**src/rtl/func_sequencer.sv**
```systemverilog
// Execute-stage sequencer: accepts one function code per handshake and drives the ALU/shifter/multiplier op bus.
// Build option: define FUNC_SEQ_ILLEGAL_TRAP_EN to flag illegal function codes on err during their EXEC cycle.
module func_sequencer #(
    parameter int unsigned MUL_CYCLES = 32,
    parameter int unsigned FUNCT_W    = 6
) (
    input  logic               clk,
    input  logic               reset,
    input  logic               req_valid,
    output logic               req_ready,
    input  logic [FUNCT_W-1:0] funct,
    output logic [FUNCT_W-1:0] op,
    output logic               mul_load,
    output logic               mul_step,
    output logic               hilo_we,
    output logic               rf_we,
    output logic               done,
    output logic               err
);

    localparam int unsigned CNT_W = $clog2(MUL_CYCLES + 1);

    localparam logic [FUNCT_W-1:0] F_SRL   = FUNCT_W'(2);
    localparam logic [FUNCT_W-1:0] F_MFHI  = FUNCT_W'(16);
    localparam logic [FUNCT_W-1:0] F_MFLO  = FUNCT_W'(18);
    localparam logic [FUNCT_W-1:0] F_MULTU = FUNCT_W'(25);
    localparam logic [FUNCT_W-1:0] F_ADD   = FUNCT_W'(32);
    localparam logic [FUNCT_W-1:0] F_SUB   = FUNCT_W'(34);
    localparam logic [FUNCT_W-1:0] F_AND   = FUNCT_W'(36);
    localparam logic [FUNCT_W-1:0] F_OR    = FUNCT_W'(37);
    localparam logic [FUNCT_W-1:0] F_SLT   = FUNCT_W'(42);
    localparam logic [FUNCT_W-1:0] F_MDONE = '1;

    localparam logic [CNT_W-1:0] CNT_LAST = CNT_W'(MUL_CYCLES - 1);

    typedef enum logic [1:0] {
        IDLE = 2'd0,
        EXEC = 2'd1,
        MUL  = 2'd2,
        HILO = 2'd3
    } state_t;

    state_t           state;
    logic [CNT_W-1:0] count;

    // Single-cycle codes; MULTU is routed to the multiplier path before this is consulted.
    function automatic logic is_legal(input logic [FUNCT_W-1:0] f);
        case (f)
            F_SRL, F_MFHI, F_MFLO, F_ADD, F_SUB,
            F_AND, F_OR, F_SLT: is_legal = 1'b1;
            default:            is_legal = 1'b0;
        endcase
    endfunction

    // Outputs are registered from the next state so they line up with the state they describe.
    always_ff @(posedge clk) begin
        if (reset) begin
            state     <= IDLE;
            count     <= '0;
            req_ready <= 1'b1;
            op        <= '0;
            mul_load  <= 1'b0;
            mul_step  <= 1'b0;
            hilo_we   <= 1'b0;
            rf_we     <= 1'b0;
            done      <= 1'b0;
`ifdef FUNC_SEQ_ILLEGAL_TRAP_EN
            err       <= 1'b0;
`endif
        end else begin
            req_ready <= 1'b0;
            op        <= '0;
            mul_load  <= 1'b0;
            mul_step  <= 1'b0;
            hilo_we   <= 1'b0;
            rf_we     <= 1'b0;
            done      <= 1'b0;
`ifdef FUNC_SEQ_ILLEGAL_TRAP_EN
            err       <= 1'b0;
`endif
            case (state)
                IDLE: begin
                    if (req_valid) begin
                        if (funct == F_MULTU) begin
                            state    <= MUL;
                            count    <= '0;
                            op       <= F_MULTU;
                            mul_load <= 1'b1;
                            mul_step <= 1'b1;
                        end else begin
                            state <= EXEC;
                            done  <= 1'b1;
                            if (is_legal(funct)) begin
                                op    <= funct;
                                rf_we <= 1'b1;
                            end
`ifdef FUNC_SEQ_ILLEGAL_TRAP_EN
                            err <= ~is_legal(funct);
`endif
                        end
                    end else begin
                        req_ready <= 1'b1;
                    end
                end
                EXEC: begin
                    state     <= IDLE;
                    req_ready <= 1'b1;
                end
                MUL: begin
                    if (count == CNT_LAST) begin
                        state   <= HILO;
                        count   <= '0;
                        op      <= F_MDONE;
                        hilo_we <= 1'b1;
                        done    <= 1'b1;
                    end else begin
                        count    <= count + CNT_W'(1);
                        op       <= F_MULTU;
                        mul_step <= 1'b1;
                    end
                end
                HILO: begin
                    state     <= IDLE;
                    req_ready <= 1'b1;
                end
                default: begin
                    state     <= IDLE;
                    req_ready <= 1'b1;
                end
            endcase
        end
    end

`ifndef FUNC_SEQ_ILLEGAL_TRAP_EN
    assign err = 1'b0;
`endif

endmodule

```
**config.mk**
```make
export PLATFORM = sky130hd
export DESIGN_NAME = func_sequencer
export DESIGN_NICKNAME = d
export VERILOG_FILES = /design/src/rtl/func_sequencer.sv
export SDC_FILE = /design/constraint.sdc
export NUM_CORES = 1
export LEC_CHECK = 0
export BUFFER_PORTS_ARGS = -buffer_cell sky130_fd_sc_hd__clkbuf_2
export CELL_PAD_IN_SITES_DETAIL_PLACEMENT = 1
export CELL_PAD_IN_SITES_GLOBAL_PLACEMENT = 1
export CORE_ASPECT_RATIO = 0.9
export CORE_MARGIN = 4
export CORE_UTILIZATION = 36
export CTS_BUF_LIST = sky130_fd_sc_hd__clkbuf_4
export DETAILED_ROUTE_END_ITERATION = 8
export PLACE_DENSITY_LB_ADDON = 0.1
export SYNTH_ARGS = -nofsm -noshare
export SYNTH_HDL_FRONTEND = slang
export SYNTH_SLANG_ARGS = --single-unit
```
**constraint.sdc**
```tcl
create_clock -name clk -period 1.28 [get_ports clk]
set_input_delay 0 -clock clk [delete_from_list [all_inputs] [get_ports clk]]
set_output_delay 0 -clock clk [all_outputs]
set_load 0.05 [all_outputs]
```
==> results of run 1 <==
## tightest hold or removal path, cell delays in order
cell and delay, ps:
clkbuf_2 130, nand4_1 90, a21oi_1 60
## state kept, by name, indices dropped and copies added (netlist names)
name / cells
req_ready: 1
op: 6
state: 2
mul_step: 1
mul_load: 1
count: 6
rf_we: 1
done: 1
hilo_we: 1
## cells by family (layout without fill, tap and decap cells)
group | after synthesis | count (layout)
mux | 1 | 1
other cells | 1 | 1
buf+inv | 7 | 42
flops | 20 | 20
fa+ha+maj | 1 | 1
simple gates | 46 | 46
compound gates | 23 | 24
## path summary, 6_finish.rpt
| path | endpoint | slack (ps) | start |
|---|---|---|---|
| min | op[3] | 6 | funct[1] |
| min reg2reg | count[0] | 490 | count[0] |
| max | op[1] | -30 | count[0] |
| max reg2reg | op[1] | -30 | count[0] |
## stage by stage
step | total power, mW | cell area, µm²
CTS | 1.313 | 1197
global route | 1.367 | 1265
floorplan | 0.7228 | 882.1
detailed placement | 0.7714 | 1079
global placement | 0.7690 | 1079
finish | 1.316 | 1265
## cell type report
type                    instances  area [µm²]  share of cell area [%]
well taps                      27       33.78                   2.671
inverters                       3       11.26                  0.8902
multi-input cells              73       534.3                   42.24
flip-flops and latches         20       409.1                   32.34
clock buffers                   3       22.52                   1.780
clock inverters                 1       30.03                   2.374
repair buffers                 35       224.0                   17.71
## layout by cell type (no fill, tap or decap), types with 2 or more instances in the layout
cell type and count:
dfxtp_2 4, nand3_2 2, clkbuf_4 3, a21oi_1 5, nand4_1 2, o21ai_0 4, nor4b_1 2, dlygate4sd3_1 3
and4bb_1 2, inv_1 3, nand2b_1 4, a31oi_4 2, nand3_1 2, nor3_1 2, o21ai_1 3, clkbuf_2 20
buf_4 11, nor2b_2 3, dfxtp_1 15, nor2_1 8, nand2_1 10
## report_power, final
part,internal [mW],total (mW),switching (mW)
sequential,0.629,0.632,0.00330
combinational,0.0571,0.154,0.0965
clock,0.317,0.530,0.213
## routing by layer
| layer | vias up | GRT usage, % | wire length, µm |
|---|---|---|---|
| met2 | 17 | 27.34 | 1320 |
| met1 | 434 | 21.41 | 1193 |
| li1 | 427 | - | - |
| met5 | - | 0 | 0 |
| met3 | 5 | 4.481 | 107 |
| met4 | 0 | 3.321 | 42 |
## repair_timing
item,CTS,global route
setup buffers,0,1
cloned,0,1
hold buffers,3,0
endpoints found under the hold margin,3,0
pin swaps,10,7
resized for setup,10,12
endpoints found under the setup margin,8,14
==> impl_metrics.yaml, run 1 <==
run_status:
  run_status: "finished, violations left"
  violations: "setup timing"
setup_path:
  critPathBufInv: 1
  critical_path_peak_fanout: 6
  crit_chain: "ha_2 > and3_4 > nand4_1 > inv_1 > a21o_1"
  crit_family: "simple AND/OR/NAND/NOR gates"
  worst_setup_path_end_kind: "flop"
  worstPathArrival_ps: 1570
  crit_slowest_cell: "dfxtp_4"
  cp-start-kind: "flop"
  worstSetupPathType: "reg2reg"
  critPathMaxStageDelay_ps: 380
  worst_ep_required_time_ps: 1540
  path_depth: 5
  r2r_cells: 5
timing:
  setup_tns_ps: -25.54
  finClkSkew_ps: 14.76
  finalSetupViolations: 1
  timing.hold.ws_ps: 6.122
  finalCriticalPeriod_ps: 1306
  slew_violations: 0
  hold_violations: 0
  max_freq_ghz: 0.7660
  period_share_pct: 102.0
  rsz0062_at_grt: "yes"
  setup_ws_ps: -25.54
hold_path:
  hold_path_class: "in2reg"
  whs_path_depth: 3
pwr:
  p_leak_nw: 0.5321
  powerDensity_nw_per_um2: 1040
  ir_drop_mv: 0.7609
route:
  vias: 883
  drc: 0
  drtPass1Iterations: 4
  antenna_left: 0
  routedWlPerCell_um: 16.44
  drt_iter0_markers: 13
  viasPerCell: 5.451
  wirelength_mm: 2.663
clocking:
  htree_levels: 1
  cts_buffer_depth: 2
  clkLatencyLatePin_ps: 320
  root_buffer: "clkbuf_4"
  numCtsBuffers: 3
  cts_tree: "yes"
  clk_pin_slew_ps: 110
  clkSinkCount: 20
yosys:
  synth-edff-count: 0
  ys_warn_count: 0
  synth_top_cells_by_count: "20 x dfxtp_1, 10 x nand2_1, 9 x nor2_1"
  synth_compound_area_share_pct: 18.36
  synthDistinctLibCells: 34
  synth_top_area_share_pct: 45.91
  syn_nets: 109
  synth_area_leaders: "dfxtp_1 46%, nand2_1 4.3%, nor2_1 3.9%, nand2b_1 3.6%, a21oi_1 3.4%"
  yosys.area.top_type: "dfxtp_1"
  syn_area_per_cell_um2: 8.809
  synth_top_family_by_area: "simple AND/OR/NAND/NOR gates"
  synth-seq-cells: 20
  synth_fa_ha_area_share_pct: 1.435
  synth_xor_xnor_area_share_pct: 0
  synth_area_um2: 872.1
  syn_inst: 99
  ys_seq_area_share_pct: 45.91
  synth_mux_area_share_pct: 1.148
  synth.most_common_cell: "dfxtp_1"
  ys.flop_type: "dfxtp_1"
  synthSimpleGateAreaFrac_pct: 29.27
  synthArstFlopShare_pct: 0
placed_design:
  numPortBuffers: 20
  dp_cells: 153
  gp_routability_congestion: 0.7415
  place_ws_ps: -40.60
  dp_hpwl_mm: 1.731
grt:
  grt_pass1_wl_mm: 4.015
  grt_pass1_vias: 854
  grt_usage_pct: 16.46
  antenna_found_initial: 0
  grt_overflow: 0
  grt_max_degree: 13
run:
  maxCapViolations: 0
die:
  pin_count: 22
  core-area_um2: 2242
  start_util_pct: 38.90
  die_area_um2: 3275
  rows: 16
  die_w_um: 59.88
  die_y_um: 54.69
final_layout:
  final_cells: 162
  fin_nets: 146
  area_delta_synth_final_pct: 45.05
  final_core_util_pct: 56.42
  n_antenna_cell: 0
  final_layout_size_suffix_gt1_share_pct: 42.22
  fillers: 274
Power figures use the tool's default switching activity.
==> inputs of run 2 (changes only) <==
CORE_UTILIZATION = 39   (was 36)
clock period = 1.4 ns   (was 1.28 ns; I/O delays follow)
==> run 2 against run 1 <==
The flow now finishes without violations. Critical path depth grew 1. Non-clock buffer count shrank 7. Register-to-register slack gained 90 ps. Global-route usage grew 0.24 points. Sequential share of layout area grew 4.1 points. Wire length shrank 16%. Critical path type is now in2reg. Critical endpoint unchanged. Largest power group unchanged.
==> impl_metrics.yaml, run 2 (synthesized netlist as in run 1, its figures left out) <==
clocking:
  root_buffer: "clkbuf_4"
  htree_levels: 1
  cts_tree: "yes"
  post_cts_buffers: 0
  clkLatencyLatePin_ps: 310
  clkSinkCount: 20
  clk_pin_slew_ps: 120
  cts_buffer_depth: 2
  numCtsBuffers: 3
grt:
  grt_pass1_vias: 794
  grt_pass1_wl_mm: 3.739
  grt_overflow: 0
  antenna_found_initial: 0
  grt_usage_pct: 16.70
  grt_max_degree: 13
pwr:
  combPwrFrac_pct: 11.9
  clkPwrFrac_pct: 29.6
  power_mw: 0.9945
  powerDensity_nw_per_um2: 902.2
  p_leak_nw: 0.4728
  ir_drop_mv: 0.7017
  p_sw_share_pct: 27.05
  pwr-share-seq_pct: 58.5
  switchingPower_mw: 0.2690
  p_int_mw: 0.7255
setup_path:
  cp-start-kind: "primary input"
  crit_slowest_cell: "dlygate4sd3_1"
  worstPathArrival_ps: 1610
  worst_setup_path_end_kind: "flop"
  critical_path_peak_fanout: 7
  crit_family: "compound AO/OA/AOI/OAI gates"
  crit_chain: "dlygate4sd3_1 > buf_2 > nor4b_1 > a311o_1 > a22o_1 > a21o_1"
  critPathMaxStageDelay_ps: 540
  critPathBufInv: 2
  worst_ep_required_time_ps: 1620
  worstSetupPathType: "in2reg"
placed_design:
  place_ws_ps: -2.546
  gp_routability_congestion: 0.8196
  dp_hpwl_mm: 1.683
  numPortBuffers: 20
timing:
  max_freq_ghz: 0.7200
  setup_tns_ps: 0
  finClkSkew_ps: 3.379
  setup_ws_ps: 11.04
  hold_violations: 0
  rsz0062_at_grt: "yes"
  finalSetupViolations: 0
  period_share_pct: 99.21
  finalCriticalPeriod_ps: 1389
  slew_violations: 0
route:
  routedWlPerCell_um: 14.79
  drc: 0
  antenna_left: 0
  vias: 820
  drtPass1Iterations: 4
  viasPerCell: 5.395
  wirelength_mm: 2.248
  drt_iter0_markers: 12
final_layout:
  n_antenna_cell: 0
  fin_nets: 138
  final_cell_mix: "19 x dfxtp_1, 19 x clkbuf_2, 10 x nand2_1"
  area_delta_synth_final_pct: 26.40
  reg_top3: "count (6), op (6), state (2)"
  final_layout_size_suffix_gt1_share_pct: 26.77
run:
  maxCapViolations: 0
die:
  die_area_um2: 3058
  die_y_um: 52.86
  die_w_um: 57.85
  start_util_pct: 43.02
  pin_count: 22
  rows: 15
  core-area_um2: 2027
hold_path:
  hold_path_class: "in2reg"
run_status:
  run_status: "completed"
==> run 2: cell count changes in the layout (fill, tap and decap cells not counted), moves of 2 or more <==
| cell | change |
|---|---|
| buf_4 | -7 |
| dfxtp_1 | +4 |
| dfxtp_2 | -3 |
| nand3_1 | +2 |
| nand3_2 | -2 |
| nor2b_1 | +2 |
| nor2b_2 | -2 |
==> run 2: power by group through the flow <==
| stage | clock [mW] | sequential, mW | combinational (mW) |
|---|---|---|---|
| 3_5_place_dp | 0 | 0.594 | 0.107 |
| 5_1_grt | 0.331 | 0.583 | 0.128 |
| 3_3_place_gp | 0 | 0.593 | 0.105 |
| 2_1_floorplan | 0 | 0.614 | 0.0471 |
| 4_1_cts | 0.296 | 0.581 | 0.114 |
| 6_report | 0.294 | 0.582 | 0.119 |
==> run 2: per-layer routing <==
metal	track usage (%)	vias to the layer above	routed length, µm
met2	25.19	23	961
met3	4.146	5	130
li1	-	413	-
met5	0	-	0
met4	9.266	0	51
met1	21.68	379	1105
==> run 2: path summary, 6_finish.rpt <==
path,slack [ps],endpoint,startpoint,depth (start not counted)
setup / recovery,10,op[1],funct[1],6
hold / removal,9,op[3],funct[3],3
setup reg to reg,60,op[1],state[0],4
hold reg to reg,530,count[0],count[0],1
==> run 2: what timing repair did <==
item,in CTS,in global routing
hold buffers,3,1
endpoints found under the setup margin,1,5
pin swaps,0,1
hold endpoints to repair,3,1
resized for setup,2,6
==> run 2: per-stage QoR <==
stage / hold WS, ps / cells / util (%) / cell area [µm²]
6_report: 8.865 / 152 / 54.38 / 1102
5_1_grt: 10.75 / 152 / 54.38 / 1102
4_1_cts: 14.63 / 151 / 53.09 / 1076
3_5_place_dp: 269.9 / 144 / 50.06 / 1015
3_3_place_gp: 254.7 / 144 / 50.06 / 1015
2_1_floorplan: 100.4 / 99 / - / 872.1
==> run 2: area by class of cell <==
class | count | area (µm²)
clock buffers | 3 | 22.52
clock inverters | 1 | 3.754
fillers | 249 | 924.6
inverters | 3 | 11.26
multi-input cells | 72 | 461.7
flip-flops and latches | 20 | 401.6
well taps | 25 | 31.28
repair buffers | 28 | 170.2
==> run 2: worst register-to-register path, stage by stage, from the launching register on <==
cell,delay [ps]
dfxtp_2,370
or4b_4,560
nor2_1,100
a22o_1,150
a21o_1,100
==> inputs of run 3 (changes only) <==
clock period = 1.3 ns   (was 1.4 ns; I/O delays follow)
==> run 3 against run 2 <==
The flow now finishes with violations (setup timing). Power is 7.5% higher. Global-route usage is 1.1 points higher. Register-to-register slack worse by 80 ps. Non-clock buffer count is 9 higher. Wire length is 22% higher. Sequential share of layout area is 3.1 points lower. Count of clock-buffer cells in the layout stayed put. Die area stayed put. Hold slack better by 1.2 ps. First-iteration DRC count stayed put. Clock skew is 0.93 ps lower.
==> impl_metrics.yaml, run 3 (synthesized netlist as in run 1, its figures left out) <==
final_layout:
  n_antenna_cell: 0
  area_delta_synth_final_pct: 40.32
  reg_top3: "count (6), op (6), state (2)"
  final_core_util_pct: 60.37
  final_layout_size_suffix_gt1_share_pct: 39.71
  final_common_cell: "clkbuf_2"
  fin_nets: 147
  final_cells: 161
  fillers: 249
  final_cell_mix: "19 x clkbuf_2, 16 x dfxtp_1, 13 x buf_4"
clocking:
  root_buffer: "clkbuf_4"
  htree_levels: 1
  cts_tree: "yes"
  cts_buffer_depth: 2
  clkLatencyLatePin_ps: 300
  clk_pin_slew_ps: 110
  clkSinkCount: 20
  numCtsBuffers: 3
setup_path:
  worstPathArrival_ps: 1570
  worst_ep_required_time_ps: 1550
  regToRegSetupSlack_ps: -20
  cp-start-kind: "flop"
  critical_path_peak_fanout: 3
  worst_setup_path_end_kind: "flop"
  worstSetupPathType: "reg2reg"
  r2r-start: "state[1]"
  r2r_cells: 4
  r2r-end: "op[1]"
grt:
  grt_usage_pct: 17.80
  grt_overflow: 0
  antenna_found_initial: 0
  grt_max_degree: 12
  grt_pass1_wl_mm: 4.140
  grt_pass1_vias: 916
route:
  antenna_left: 0
  drc: 0
  drt_iter0_markers: 12
  viasPerCell: 5.602
  routedWlPerCell_um: 16.98
  wirelength_mm: 2.733
  drtPass1Iterations: 4
  vias: 902
run_status:
  violations: "setup timing"
  run_status: "finished, violations left"
die:
  die_w_um: 57.85
  die_y_um: 52.86
  core-area_um2: 2027
  start_util_pct: 43.02
  rows: 15
  pin_count: 22
  die_area_um2: 3058
hold_path:
  holdPathEnd: "op[3]"
  hp-start: "funct[1]"
  whs_path_depth: 3
  hold_path_class: "in2reg"
timing:
  rsz0062_at_grt: "yes"
  finalSetupViolations: 1
  timing.hold.ws_ps: 10.02
  finalCriticalPeriod_ps: 1317
  period_share_pct: 101.3
  slew_violations: 0
  max_freq_ghz: 0.7591
  setup_ws_ps: -17.33
  hold_violations: 0
  finClkSkew_ps: 2.449
placed_design:
  numPortBuffers: 20
  dp_cells: 150
  gp_routability_congestion: 0.8116
  place_ws_ps: -43.78
  dp_hpwl_mm: 1.878
pwr:
  ir_drop_mv: 0.4608
  p_leak_nw: 0.5260
  powerDensity_nw_per_um2: 873.3
run:
  maxCapViolations: 0
==> run 3: layout make-up <==
class                   count  area [µm²]  share of cell area (%)
multi-input cells          72       509.2                   41.62
flip-flops and latches     20       407.9                   33.33
repair buffers             37       237.7                   19.43
well taps                  25       31.28                   2.556
clock buffers               3       22.52                   1.840
inverters                   3       11.26                  0.9202
clock inverters             1       3.754                  0.3067
==> run 3: where the power goes <==
part	internal, mW	leakage [nW]	switching, mW
Clock	0.112	0.0154	0.189
Combinational	0.0557	0.347	0.0882
Sequential	0.619	0.164	0.00485
==> run 3: worst max path at each step <==
| stage | startpoint | cells past startpoint | endpoint |
|---|---|---|---|
| after global placement | state[0] | 4 | op[1] |
| after floorplan | count[0] | 6 | count[5] |
| after global routing | count[0] | 5 | op[1] |
| final | state[1] | 4 | op[1] |
| after CTS | state[0] | 4 | op[1] |
| after detailed placement | state[0] | 4 | op[1] |
==> run 3: worst max-delay path, stage by stage (launching register included) <==
cell     delay, ps
dfxtp_4        360
or4b_4         550
nor2_2         100
a22o_1         150
a21o_1         110
==> run 3: through the flow <==
step / instance area, µm² / TNS [ps] / power (mW)
after detailed placement: 1064 / -55.34 / 0.7613
after floorplan: 877.1 / 0 / 0.7117
after CTS: 1140 / -18.91 / 1.076
after global placement: 1064 / 0 / 0.7570
after global routing: 1224 / -290.2 / 1.115
final: 1224 / -17.33 / 1.069
==> run 3: per-layer routing <==
metal | track usage, % | wire (µm) | vias to the layer above
li1 | - | - | 431
met1 | 21.52 | 1237 | 435
met2 | 30.83 | 1316 | 30
met3 | 3.659 | 145 | 6
met4 | 6.950 | 33 | 0
met5 | 0 | 0 | -
==> run 3: repair_timing <==
item | 4_1_cts | 5_1_grt
hold buffers | 4 | 0
setup buffers | 0 | 3
resized for setup | 4 | 17
setup endpoints to repair | 2 | 11
endpoints found under the hold margin | 6 | 0
pin swaps | 2 | 3
